===== src/rtl/keypad_value_entry_if.sv =====
`timescale 1ns/1ps
`default_nettype none
// +--------------------------------------------------------------------------+
// | Module      : keypad_value_entry_if                                      |
// | Description : Keypad pins and decoded value outputs of the entry block.  |
// | Revision    : 1.0  initial release                                       |
// +--------------------------------------------------------------------------+
interface keypad_value_entry_if;
   logic [3:0]  key_row;
   logic [2:0]  key_col;
   logic [11:0] entry_bcd;
   logic [1:0]  digit_count;
   logic [7:0]  binary_value;
   logic        value_valid;
   logic        entry_error;

   modport master (
      input  key_row,
      output key_col, entry_bcd, digit_count, binary_value, value_valid, entry_error
   );

   modport slave (
      output key_row,
      input  key_col, entry_bcd, digit_count, binary_value, value_valid, entry_error
   );
endinterface
`default_nettype wire


===== src/rtl/keypad_value_entry.sv =====
`timescale 1ns/1ps
`default_nettype none
// +--------------------------------------------------------------------------+
// | Module      : keypad_value_entry                                         |
// | Description : 3x4 keypad scanner/debouncer collecting 3 BCD digits and   |
// |               converting them to an 8-bit binary value on '#'.           |
// | Revision    : 1.0  initial release                                       |
// +--------------------------------------------------------------------------+
module keypad_value_entry #(
   parameter int SCAN_DIV       = 1000,
   parameter int DEBOUNCE_SCANS = 4
) (
   input  logic                  clk,
   input  logic                  rst,
   keypad_value_entry_if.master  bus
);

   localparam int         c_DIV_W     = $clog2(SCAN_DIV);
   localparam int         c_DB_W      = $clog2(DEBOUNCE_SCANS + 1);
   localparam logic [c_DIV_W-1:0] c_DIV_LAST  = c_DIV_W'(SCAN_DIV - 1);
   localparam logic [c_DB_W-1:0]  c_DB_TARGET = c_DB_W'(DEBOUNCE_SCANS);
   localparam logic [c_DB_W-1:0]  c_DB_ONE    = c_DB_W'(1);
   localparam logic [3:0] c_KEY_STAR  = 4'd10;
   localparam logic [3:0] c_KEY_HASH  = 4'd11;
   localparam logic [3:0] c_KEY_NONE  = 4'd15;

   typedef enum logic [1:0] {
      S_IDLE         = 2'd0,
      S_PRESS_WAIT   = 2'd1,
      S_HELD         = 2'd2,
      S_RELEASE_WAIT = 2'd3
   } state_t;

   function automatic logic [3:0] key_code(input logic [1:0] row, input logic [2:0] col);
      logic [3:0] idx;
      idx = col[2] ? 4'd2 : (col[1] ? 4'd1 : 4'd0);
      if (row == 2'd3)
         key_code = (idx == 4'd0) ? c_KEY_STAR : ((idx == 4'd1) ? 4'd0 : c_KEY_HASH);
      else
         key_code = ({2'b00, row} * 4'd3) + idx + 4'd1;
   endfunction

   logic [3:0]         r_row_meta;
   logic [3:0]         r_row_sync;
   logic [c_DIV_W-1:0] r_div_cnt;
   logic [2:0]         r_col;
   logic [1:0]         r_hits;
   logic [3:0]         r_code;
   state_t             r_state;
   logic [c_DB_W-1:0]  r_db_cnt;
   logic [3:0]         r_cand;
   logic [11:0]        r_entry_bcd;
   logic [1:0]         r_digit_cnt;
   logic [7:0]         r_binary;
   logic               r_valid;
   logic               r_error;

   logic               w_slot_end;
   logic               w_round_end;
   logic [2:0]         w_slot_hits;
   logic [3:0]         w_slot_code;
   logic [2:0]         w_hits_sum;
   logic [1:0]         w_total;
   logic [3:0]         w_code_acc;
   logic [3:0]         w_round_code;
   state_t             w_state_nxt;
   logic [c_DB_W-1:0]  w_db_nxt;
   logic [c_DB_W-1:0]  w_db_inc;
   logic [3:0]         w_cand_nxt;
   logic               w_event;
   logic [3:0]         w_event_code;
   logic [9:0]         w_h10;
   logic [9:0]         w_t10;
   logic [9:0]         w_u10;
   logic [9:0]         w_value;

   always_ff @(posedge clk or negedge rst) begin
      if (!rst) begin
         r_row_meta <= '0;
         r_row_sync <= '0;
      end else begin
         r_row_meta <= bus.key_row;
         r_row_sync <= r_row_meta;
      end
   end

   assign w_slot_end  = (r_div_cnt == c_DIV_LAST);
   assign w_round_end = w_slot_end && r_col[2];

   always_ff @(posedge clk or negedge rst) begin
      if (!rst) begin
         r_div_cnt <= '0;
         r_col     <= 3'b001;
      end else if (w_slot_end) begin
         r_div_cnt <= '0;
         r_col     <= {r_col[1:0], r_col[2]};
      end else begin
         r_div_cnt <= r_div_cnt + c_DIV_W'(1);
      end
   end

   // Contacts are counted across the whole round; only exactly one yields a key code.
   always_comb begin
      w_slot_hits = 3'd0;
      w_slot_code = c_KEY_NONE;
      for (int r = 0; r < 4; r++) begin
         if (r_row_sync[r]) begin
            w_slot_hits = w_slot_hits + 3'd1;
            w_slot_code = key_code(2'(r), r_col);
         end
      end
      w_hits_sum   = {1'b0, r_hits} + w_slot_hits;
      w_total      = (w_hits_sum >= 3'd2) ? 2'd2 : w_hits_sum[1:0];
      w_code_acc   = (w_slot_hits == 3'd1) ? w_slot_code : r_code;
      w_round_code = (w_total == 2'd1) ? w_code_acc : c_KEY_NONE;
   end

   always_ff @(posedge clk or negedge rst) begin
      if (!rst) begin
         r_hits <= 2'd0;
         r_code <= c_KEY_NONE;
      end else if (w_slot_end) begin
         if (r_col[2]) begin
            r_hits <= 2'd0;
            r_code <= c_KEY_NONE;
         end else begin
            r_hits <= w_total;
            r_code <= w_code_acc;
         end
      end
   end

   always_ff @(posedge clk or negedge rst) begin
      if (!rst) begin
         r_state  <= S_IDLE;
         r_db_cnt <= '0;
         r_cand   <= c_KEY_NONE;
      end else begin
         r_state  <= w_state_nxt;
         r_db_cnt <= w_db_nxt;
         r_cand   <= w_cand_nxt;
      end
   end

   assign w_db_inc = r_db_cnt + c_DB_ONE;

   always_comb begin
      w_state_nxt  = r_state;
      w_db_nxt     = r_db_cnt;
      w_cand_nxt   = r_cand;
      w_event      = 1'b0;
      w_event_code = r_cand;
      if (w_round_end) begin
         unique case (r_state)
            S_IDLE: begin
               if (w_round_code != c_KEY_NONE) begin
                  w_cand_nxt = w_round_code;
                  w_db_nxt   = c_DB_ONE;
                  if (c_DB_TARGET == c_DB_ONE) begin
                     w_event      = 1'b1;
                     w_event_code = w_round_code;
                     w_state_nxt  = S_HELD;
                  end else begin
                     w_state_nxt = S_PRESS_WAIT;
                  end
               end
            end
            S_PRESS_WAIT: begin
               if (w_round_code == r_cand) begin
                  w_db_nxt = w_db_inc;
                  if (w_db_inc == c_DB_TARGET) begin
                     w_event     = 1'b1;
                     w_state_nxt = S_HELD;
                  end
               end else begin
                  w_state_nxt = S_IDLE;
               end
            end
            S_HELD: begin
               // The first empty round counts toward the release debounce.
               if (w_round_code == c_KEY_NONE) begin
                  w_db_nxt    = c_DB_ONE;
                  w_state_nxt = (c_DB_TARGET == c_DB_ONE) ? S_IDLE : S_RELEASE_WAIT;
               end
            end
            S_RELEASE_WAIT: begin
               if (w_round_code == c_KEY_NONE) begin
                  w_db_nxt = w_db_inc;
                  if (w_db_inc == c_DB_TARGET)
                     w_state_nxt = S_IDLE;
               end else begin
                  w_state_nxt = S_HELD;
               end
            end
            default: w_state_nxt = S_IDLE;
         endcase
      end
   end

   assign w_h10   = {6'd0, r_entry_bcd[11:8]};
   assign w_t10   = {6'd0, r_entry_bcd[7:4]};
   assign w_u10   = {6'd0, r_entry_bcd[3:0]};
   assign w_value = (w_h10 << 6) + (w_h10 << 5) + (w_h10 << 2)
                  + (w_t10 << 3) + (w_t10 << 1) + w_u10;

   always_ff @(posedge clk or negedge rst) begin
      if (!rst) begin
         r_entry_bcd <= '0;
         r_digit_cnt <= 2'd0;
         r_binary    <= 8'd0;
         r_valid     <= 1'b0;
         r_error     <= 1'b0;
      end else begin
         r_valid <= 1'b0;
         r_error <= 1'b0;
         if (w_event) begin
            if (w_event_code <= 4'd9) begin
               if (r_digit_cnt != 2'd3) begin
                  r_entry_bcd <= {r_entry_bcd[7:0], w_event_code};
                  r_digit_cnt <= r_digit_cnt + 2'd1;
               end
            end else if (w_event_code == c_KEY_STAR) begin
               r_entry_bcd <= '0;
               r_digit_cnt <= 2'd0;
            end else if (w_event_code == c_KEY_HASH && r_digit_cnt != 2'd0) begin
               if (w_value <= 10'd255) begin
                  r_binary <= w_value[7:0];
                  r_valid  <= 1'b1;
               end else begin
                  r_error  <= 1'b1;
               end
               r_entry_bcd <= '0;
               r_digit_cnt <= 2'd0;
            end
         end
      end
   end

   assign bus.key_col      = r_col;
   assign bus.entry_bcd    = r_entry_bcd;
   assign bus.digit_count  = r_digit_cnt;
   assign bus.binary_value = r_binary;
   assign bus.value_valid  = r_valid;
   assign bus.entry_error  = r_error;

endmodule
`default_nettype wire


===== src/flat_wrapper.sv =====
// flat-port wrapper written by rule: the top's interface ports become plain ports
module keypad_value_entry_flat 
#(
   parameter int SCAN_DIV       = 1000,
   parameter int DEBOUNCE_SCANS = 4
)
  (clk, rst, bus_key_row, bus_key_col, bus_entry_bcd, bus_digit_count, bus_binary_value, bus_value_valid, bus_entry_error);
  keypad_value_entry_if bus_i ();
  input  logic clk;
  input  logic rst;
  input wire logic [$bits(bus_i.key_row)-1:0] bus_key_row;
  output wire logic [$bits(bus_i.key_col)-1:0] bus_key_col;
  output wire logic [$bits(bus_i.entry_bcd)-1:0] bus_entry_bcd;
  output wire logic [$bits(bus_i.digit_count)-1:0] bus_digit_count;
  output wire logic [$bits(bus_i.binary_value)-1:0] bus_binary_value;
  output wire logic [$bits(bus_i.value_valid)-1:0] bus_value_valid;
  output wire logic [$bits(bus_i.entry_error)-1:0] bus_entry_error;
  assign bus_i.key_row = bus_key_row;
  assign bus_key_col = bus_i.key_col;
  assign bus_entry_bcd = bus_i.entry_bcd;
  assign bus_digit_count = bus_i.digit_count;
  assign bus_binary_value = bus_i.binary_value;
  assign bus_value_valid = bus_i.value_valid;
  assign bus_entry_error = bus_i.entry_error;
  keypad_value_entry #(.SCAN_DIV(SCAN_DIV), .DEBOUNCE_SCANS(DEBOUNCE_SCANS)) u_core (.clk(clk), .rst(rst), .bus(bus_i));
endmodule

===== config.mk =====
export PLATFORM = sky130hd
export DESIGN_NAME = keypad_value_entry_flat
export DESIGN_NICKNAME = d
export VERILOG_FILES = /design/src/rtl/keypad_value_entry_if.sv /design/src/rtl/keypad_value_entry.sv /design/src/flat_wrapper.sv
export SDC_FILE = /design/constraint.sdc
export NUM_CORES = 1
export LEC_CHECK = 0
export ABC_AREA = 1
export BUFFER_PORTS_ARGS = -buffer_cell sky130_fd_sc_hd__buf_4
export CAP_MARGIN = 5
export CORE_MARGIN = 5
export CORE_UTILIZATION = 30
export DETAILED_ROUTE_END_ITERATION = 6
export PLACE_DENSITY = 0.52
export SLEW_MARGIN = 0
export SYNTH_ARGS = -nofsm -noshare
export SYNTH_HDL_FRONTEND = slang
export SYNTH_SLANG_ARGS = --single-unit
export TNS_END_PERCENT = 1

===== constraint.sdc =====
create_clock -name clk -period 4.25 [get_ports clk]
set_input_delay 1.0625 -clock clk [delete_from_list [all_inputs] [get_ports clk]]
set_output_delay 1.0625 -clock clk [all_outputs]
set_load 0.01 [all_outputs]

After elaboration in Yosys (flattened, before gate mapping)
Index checks and enable logic that the tools add are counted.
{"block": "word_totals", "input_bits": 6, "reg_bits": 60}
{"block": "op_classes", "magnitude_cmp": 3, "n_eq_ne": 21, "addsub": 17, "n_reduce_logical": 11, "bitwise_logic": 2, "n_mux": 52}
{"op": "two-way mux 12 bit", "n": 4}
{"op": "two-way mux 4 bit", "n": 10}
{"op": "two-way mux 2 bit", "n": 12}
{"op": "two-way mux 3 bit", "n": 7}
{"op": "two-way mux 1 bit", "n": 16}
{"op": "AND reduction 5 bit", "n": 3}
{"op": "adder 4 x 1 -> 4 bit (second input constant)", "n": 3}
{"op": "equality test 4 bit (second input constant)", "n": 3}
{"op": "case mux 3 bit (4 select lines)", "n": 1}
{"op": "adder 10 x 1 -> 10 bit (second input constant)", "n": 1}
{"op": "adder 10 x 4 -> 10 bit", "n": 1}
{"op": "adder 10 x 5 -> 10 bit", "n": 1}
{"op": "adder 10 x 6 -> 10 bit", "n": 1}
{"op": "adder 10 x 7 -> 10 bit", "n": 1}
{"op": "adder 10 x 9 -> 10 bit", "n": 1}
{"op": "equality test 10 bit (second input constant)", "n": 1}
{"op": "less-or-equal comparator 10 x 8 -> 1 bit (second input constant)", "n": 1}
{"op": "two-way mux 10 bit", "n": 1}
{"op": "adder 3 x 1 -> 3 bit (second input constant)", "n": 3}
{"op": "inequality test 2 x 1 -> 1 bit (second input constant)", "n": 4}
{"op": "case mux 2 bit (4 select lines)", "n": 1}
{"op": "AND reduction 3 bit", "n": 2}
{"op": "adder 2 x 4 -> 4 bit (first input constant)", "n": 1}
{"op": "adder 3 x 4 -> 4 bit (first input constant)", "n": 1}
{"op": "21 further kinds", "n": 26}

Logic depth before layout (Yosys ltp)
{"block": "logic_depth", "depth_word": 17, "ltp_mapped": 25}

Worst setup path after synthesis
Ideal clock, no wire load.
{"block": "synth_timing", "path_kind": "flip-flop to flip-flop", "from": "register u_core.r_entry_bcd[3] (netlist: u_core.bus.entry_bcd[3])", "to": "register u_core.r_binary[0] (netlist: u_core.bus.binary_value[0])", "arrival_ps": 3390, "slack_ps": 743, "required_ps": 4133, "setup_time_ps": 117, "n_path_buf": 0, "path_stages_with_launch": 18, "period_less_slack_ps": 3507, "path_cell_list": "dfrtp_1 -> inv_1 -> fa_1 -> inv_1 -> fa_1 -> ha_1 -> fa_1 -> nand3_1 -> nand2_1 -> a21oi_1 -> nor2_1 -> nor2_1 -> xor2_1 -> nand2_1 -> nor2_1 -> nand2_2 -> nand2_1 -> nand2_1"}
{"block": "synth_via", "elab_chain_cells": 3}
{"item": "start: declaration", "line": "keypad_value_entry.sv:52", "text": "logic [11:0] r_entry_bcd;"}
{"item": "start signal: assignment", "line": "keypad_value_entry.sv:219", "text": "r_entry_bcd <= {r_entry_bcd[7:0], w_event_code};"}
{"item": "adder 10 x 4 -> 10 bit", "line": "keypad_value_entry.sv:204", "text": "+ (w_t10 << 3) + (w_t10 << 1) + w_u10;"}
{"item": "less-or-equal comparator 10 x 8 -> 1 bit", "line": "keypad_value_entry.sv:226", "text": "if (w_value <= 10'd255) begin"}
{"item": "AND reduction 5 bit (no source line)"}
{"item": "end signal: assignment", "line": "keypad_value_entry.sv:227", "text": "r_binary <= w_value[7:0];"}
{"item": "end: declaration", "line": "keypad_value_entry.sv:54", "text": "logic [7:0] r_binary;"}
No other way between the ends.
A chain may end at the register's enable or synchronous reset.

Worst setup path in the final report
{"block": "layout_timing", "from": "register u_core.r_row_sync[0]", "to": "register u_core.r_entry_bcd[5] (netlist: u_core.bus.entry_bcd[5])"}
{"block": "layout_via", "elab_chain_cells": 17, "elab_cells_between_ends": 23}
{"item": "start: declaration", "line": "keypad_value_entry.sv:44", "text": "logic [3:0] r_row_sync;"}
{"item": "start signal: assignment", "line": "keypad_value_entry.sv:83", "text": "r_row_sync <= r_row_meta;"}
{"item": "two-way mux 1 bit", "line": "keypad_value_entry.sv:107", "text": "if (r_row_sync[r]) begin"}
{"item": "adder 1 x 1 -> 2 bit", "line": "keypad_value_entry.sv:108", "text": "w_slot_hits = w_slot_hits + 3'd1;"}
{"item": "two-way mux 3 bit", "line": "keypad_value_entry.sv:107"}
{"item": "adder 3 x 1 -> 3 bit", "line": "keypad_value_entry.sv:108"}
{"item": "two-way mux 3 bit", "line": "keypad_value_entry.sv:107"}
{"item": "adder 3 x 1 -> 3 bit", "line": "keypad_value_entry.sv:108"}
{"item": "two-way mux 3 bit", "line": "keypad_value_entry.sv:107"}
{"item": "adder 2 x 3 -> 3 bit", "line": "keypad_value_entry.sv:112", "text": "w_hits_sum = {1'b0, r_hits} + w_slot_hits;"}
{"item": ">= comparator 3 x 2 -> 1 bit", "line": "keypad_value_entry.sv:113", "text": "w_total = (w_hits_sum >= 3'd2) ? 2'd2 : w_hits_sum[1:0];"}
{"item": "two-way mux 2 bit", "line": "keypad_value_entry.sv:113"}
{"item": "equality test 2 x 1 -> 1 bit", "line": "keypad_value_entry.sv:115", "text": "w_round_code = (w_total == 2'd1) ? w_code_acc : c_KEY_NONE;"}
{"item": "two-way mux 4 bit (*)", "line": "keypad_value_entry.sv:115"}
{"item": "equality test 4 bit (*)", "line": "keypad_value_entry.sv:169", "text": "if (w_round_code == r_cand) begin"}
{"item": "two-way mux 1 bit (*)", "line": "keypad_value_entry.sv:169"}
{"item": "two-way mux 1 bit (*)", "line": "keypad_value_entry.sv:154", "text": "unique case (r_state)"}
{"item": "two-way mux 1 bit (*)", "line": "keypad_value_entry.sv:153", "text": "if (w_round_end) begin"}
{"item": "AND reduction 3 bit (no source line) (*)"}
Every way passes the cells marked *; elsewhere a longest branch is shown, timed or not.

==> impl_metrics.env <==
export IMPL_drc=0
export IMPL_hold_viol=0
export IMPL_synth_avg_cell_area_sq_um=8.158
export IMPL_grt_pass1_vias=2987
export IMPL_leakage_nw=2.438
export IMPL_area_growth_pct=18.50
export IMPL_clk_pin_slew_ns=0.05
export IMPL_drtPass1Iterations=4
export IMPL_portBuffers=32
export IMPL_syn_nets=503
export IMPL_drive_gt1_frac=0.1953
export IMPL_vias_per_cell=4.411
export IMPL_holdCritPathClass="register to register"
export IMPL_cp_slowest_cell="fa_1"
export IMPL_period_needed_ns=3.757
export IMPL_drv_cap=0
export IMPL_tightest_slew_ns=0.9203
export IMPL_synth_cells=465
export IMPL_fin_tns_setup_ns=0
export IMPL_synth_edff_count=0
export IMPL_post_cts_buffers=0
export IMPL_max_slew_margin=0.3808
export IMPL_clk_latency_ns=0.33
export IMPL_wl_mm=7.867
export IMPL_ant_nets=0
export IMPL_cts_tree="built"
export IMPL_power_mw=1.402
export IMPL_cpPeakStageDelay_ns=0.49
export IMPL_finalNetCount=541
export IMPL_powerDensity_mw_per_mm2=311.9
export IMPL_critPathLaunchType="register"
export IMPL_vias=2995
export IMPL_num_rows=41
export IMPL_dp_hpwl_mm=5.885
export IMPL_core_area_sq_mm=0.01252
export IMPL_synth_cell_types=38
export IMPL_ys_seq_area_frac=0.3987
export IMPL_fin_skew_ns=0.01088
export IMPL_crit_type="register to register"
export IMPL_fin_util=0.3592
export IMPL_gp_congestion=0.7872
export IMPL_clock_path_buffers=2
export IMPL_cp_arrival_ns=3.96
export IMPL_drv_slew=0
export IMPL_dpl_cell_area_sq_mm=0.004204
export IMPL_stdcell_area_sq_mm=0.004496
export IMPL_synth_area_leaders="dfrtp_1, nand2_1, ha_1, dfstp_2, inv_1"
export IMPL_grt_setup_unrepaired="no"
export IMPL_cts_buffers=9
export IMPL_avgRoutedWirePerCell_um=11.59
export IMPL_dieWidth_um=122.5
export IMPL_final_period_utilization=0.8840
export IMPL_drt_initial_drc_count=210
export IMPL_worstPathCellList="inv_1, ha_1, inv_1, nand2_2, nand2_1, inv_1, ha_1, nand2_1, nand2_1, fa_1, inv_1, nand4_4, inv_4, nand2_1, nand2_1, nand2_1, nor2_2, nand3_2, nor2_4, nand2_4, nand2_1, nand2_1"
export IMPL_synth_seq_cells=60
export IMPL_ctsHoldBuffers=0
export IMPL_boundaryPins=33
export IMPL_status="finished, final reports clean"
export IMPL_grt_pass1_wl_mm=13.77
export IMPL_worstPathMaxFanout=16
export IMPL_grt_usage=0.1153
export IMPL_cp_end_kind="register"
export IMPL_max_freq_mhz=266.2
export IMPL_async_flop_share=1.000
export IMPL_timing_critical_path_mode_cell="nand2_1"
export IMPL_post_synth_top_count_cell="nand2_1"
export IMPL_max_vdd_ir_drop_mv=0.1739
export IMPL_cts_htree_levels=3
export IMPL_ys_warnings_count=0
export IMPL_synth_top_cell_area_share=0.3364
export IMPL_start_util=0.3031
export IMPL_clock_sinks=60
export IMPL_antenna_found_initial=0
export IMPL_fp_dieH_um=122.5
export IMPL_diodes=0
export IMPL_dieArea_sq_mm=0.01499
export IMPL_grt_ovfl_total=0
export IMPL_root_buffer="clkbuf_16"
export IMPL_synth_area_sq_mm=0.003794
export IMPL_worstPathRequired_ns=4.46
export IMPL_ys_top_cells_by_count="nand2_1, inv_1, dfrtp_1"
export IMPL_grt_max_degree=61
export IMPL_synthFlopType="dfrtp_1"
export IMPL_post_cts_resized=0
export IMPL_finalSetupViolCount=0
export IMPL_yosysTopAreaCell="dfrtp_1"
worst max-delay path, delay by kind of cell (launching register included):
kind                       cells  cell delay (ns)
adders and majority gates      3             1.12
buffers and inverters          5             0.44
and+or+nand+nor               14             1.70
DFF                            1             0.37
routing by layer:
| metal | share of wire | up-vias | wire [um] | track usage |
|---|---|---|---|---|
| met4 | 0.020 | 0 | 160 | 0.05458 |
| met5 | 0 | - | 0 | 0 |
| met1 | 0.47 | 1385 | 3698 | 0.1435 |
| met3 | 0.035 | 10 | 278 | 0.02581 |
| li1 | - | 1561 | - | - |
| met2 | 0.47 | 39 | 3730 | 0.1896 |
stage by stage:
step	instances	setup slack, ns	hold WS, ns
after floorplan	465	0.7428	0.3312
final	679	0.4931	0.3479
after global routing	679	0.1352	0.3555
after detailed placement	664	0.5008	0.3347
after global placement	664	0.6248	0.3348
after CTS	679	0.4778	0.3464
layout by cell type (no fill, tap or decap), drive strengths merged, types with 2 or more instances in the layout:
| master | instances |
|---|---|
| mux2 | 2 |
| dfstp | 9 |
| clkbuf | 10 |
| buf | 36 |
| nand2 | 148 |
| a22oi | 2 |
| ha | 24 |
| nor2 | 41 |
| xnor2 | 3 |
| dfrtp | 51 |
| a21oi | 10 |
| nand3 | 37 |
| o22ai | 2 |
| clkinv | 3 |
| nor3 | 5 |
| nor4 | 2 |
| nand4 | 17 |
| o21ai | 10 |
| xor2 | 7 |
| and3 | 2 |
| inv | 67 |
| or2 | 2 |
| fa | 8 |
| nand3b | 2 |
state kept, by name, indices dropped and copies added, names as in the netlist, 3 cells and up:
signal and cells:
u_core.r_row_meta 4, u_core.bus.entry_bcd 12, u_core.bus.key_col 3, u_core.r_code 4
u_core.r_cand 4, u_core.r_div_cnt 10, u_core.bus.binary_value 8, u_core.r_db_cnt 3
u_core.r_row_sync 4
logic make-up after synthesis:
group,count (synthesis),share of synthesized area
flip-flops,60,0.3987
AO/OA/AOI/OAI,29,0.04354
adder cells (fa/ha/maj),32,0.1214
XOR/XNOR,10,0.02309
buffers and inverters,76,0.08806
AND/OR/NAND/NOR,256,0.3193
multiplexers,2,0.005936
path summary, 6_finish.rpt:
check	from	to	slack, ns	cells after the start
setup reg to reg	u_core.r_row_sync[0]	u_core.bus.entry_bcd[5]	0.49	22
setup / recovery	u_core.r_row_sync[0]	u_core.bus.entry_bcd[5]	0.49	22
hold reg to reg	u_core.r_row_meta[1]	u_core.r_row_sync[1]	0.35	0
hold / removal	u_core.r_row_meta[1]	u_core.r_row_sync[1]	0.35	0
min in group asynchronous	rst	u_core.r_row_meta[0]	0.81	1
max in group asynchronous	rst	u_core.bus.binary_value[5]	2.92	1
power breakdown:
group	total, mW	internal, mW	switching (mW)
combinational	0.111	0.0347	0.0763
clock	0.710	0.462	0.248
sequential	0.581	0.576	0.00454
area by class of cell:
| cell class | instances | area [sq um] |
|---|---|---|
| Fill cell | 1323 | 8021 |
| Multi-Input combinational cell | 329 | 1947 |
| Sequential cell | 60 | 1513 |
| Timing Repair Buffer | 36 | 270.3 |
| Inverter | 67 | 259.0 |
| Clock buffer | 10 | 239.0 |
| Tap cell | 172 | 215.2 |
| Clock inverter | 5 | 52.55 |
Note: power is estimated with default switching activity, not from simulation.
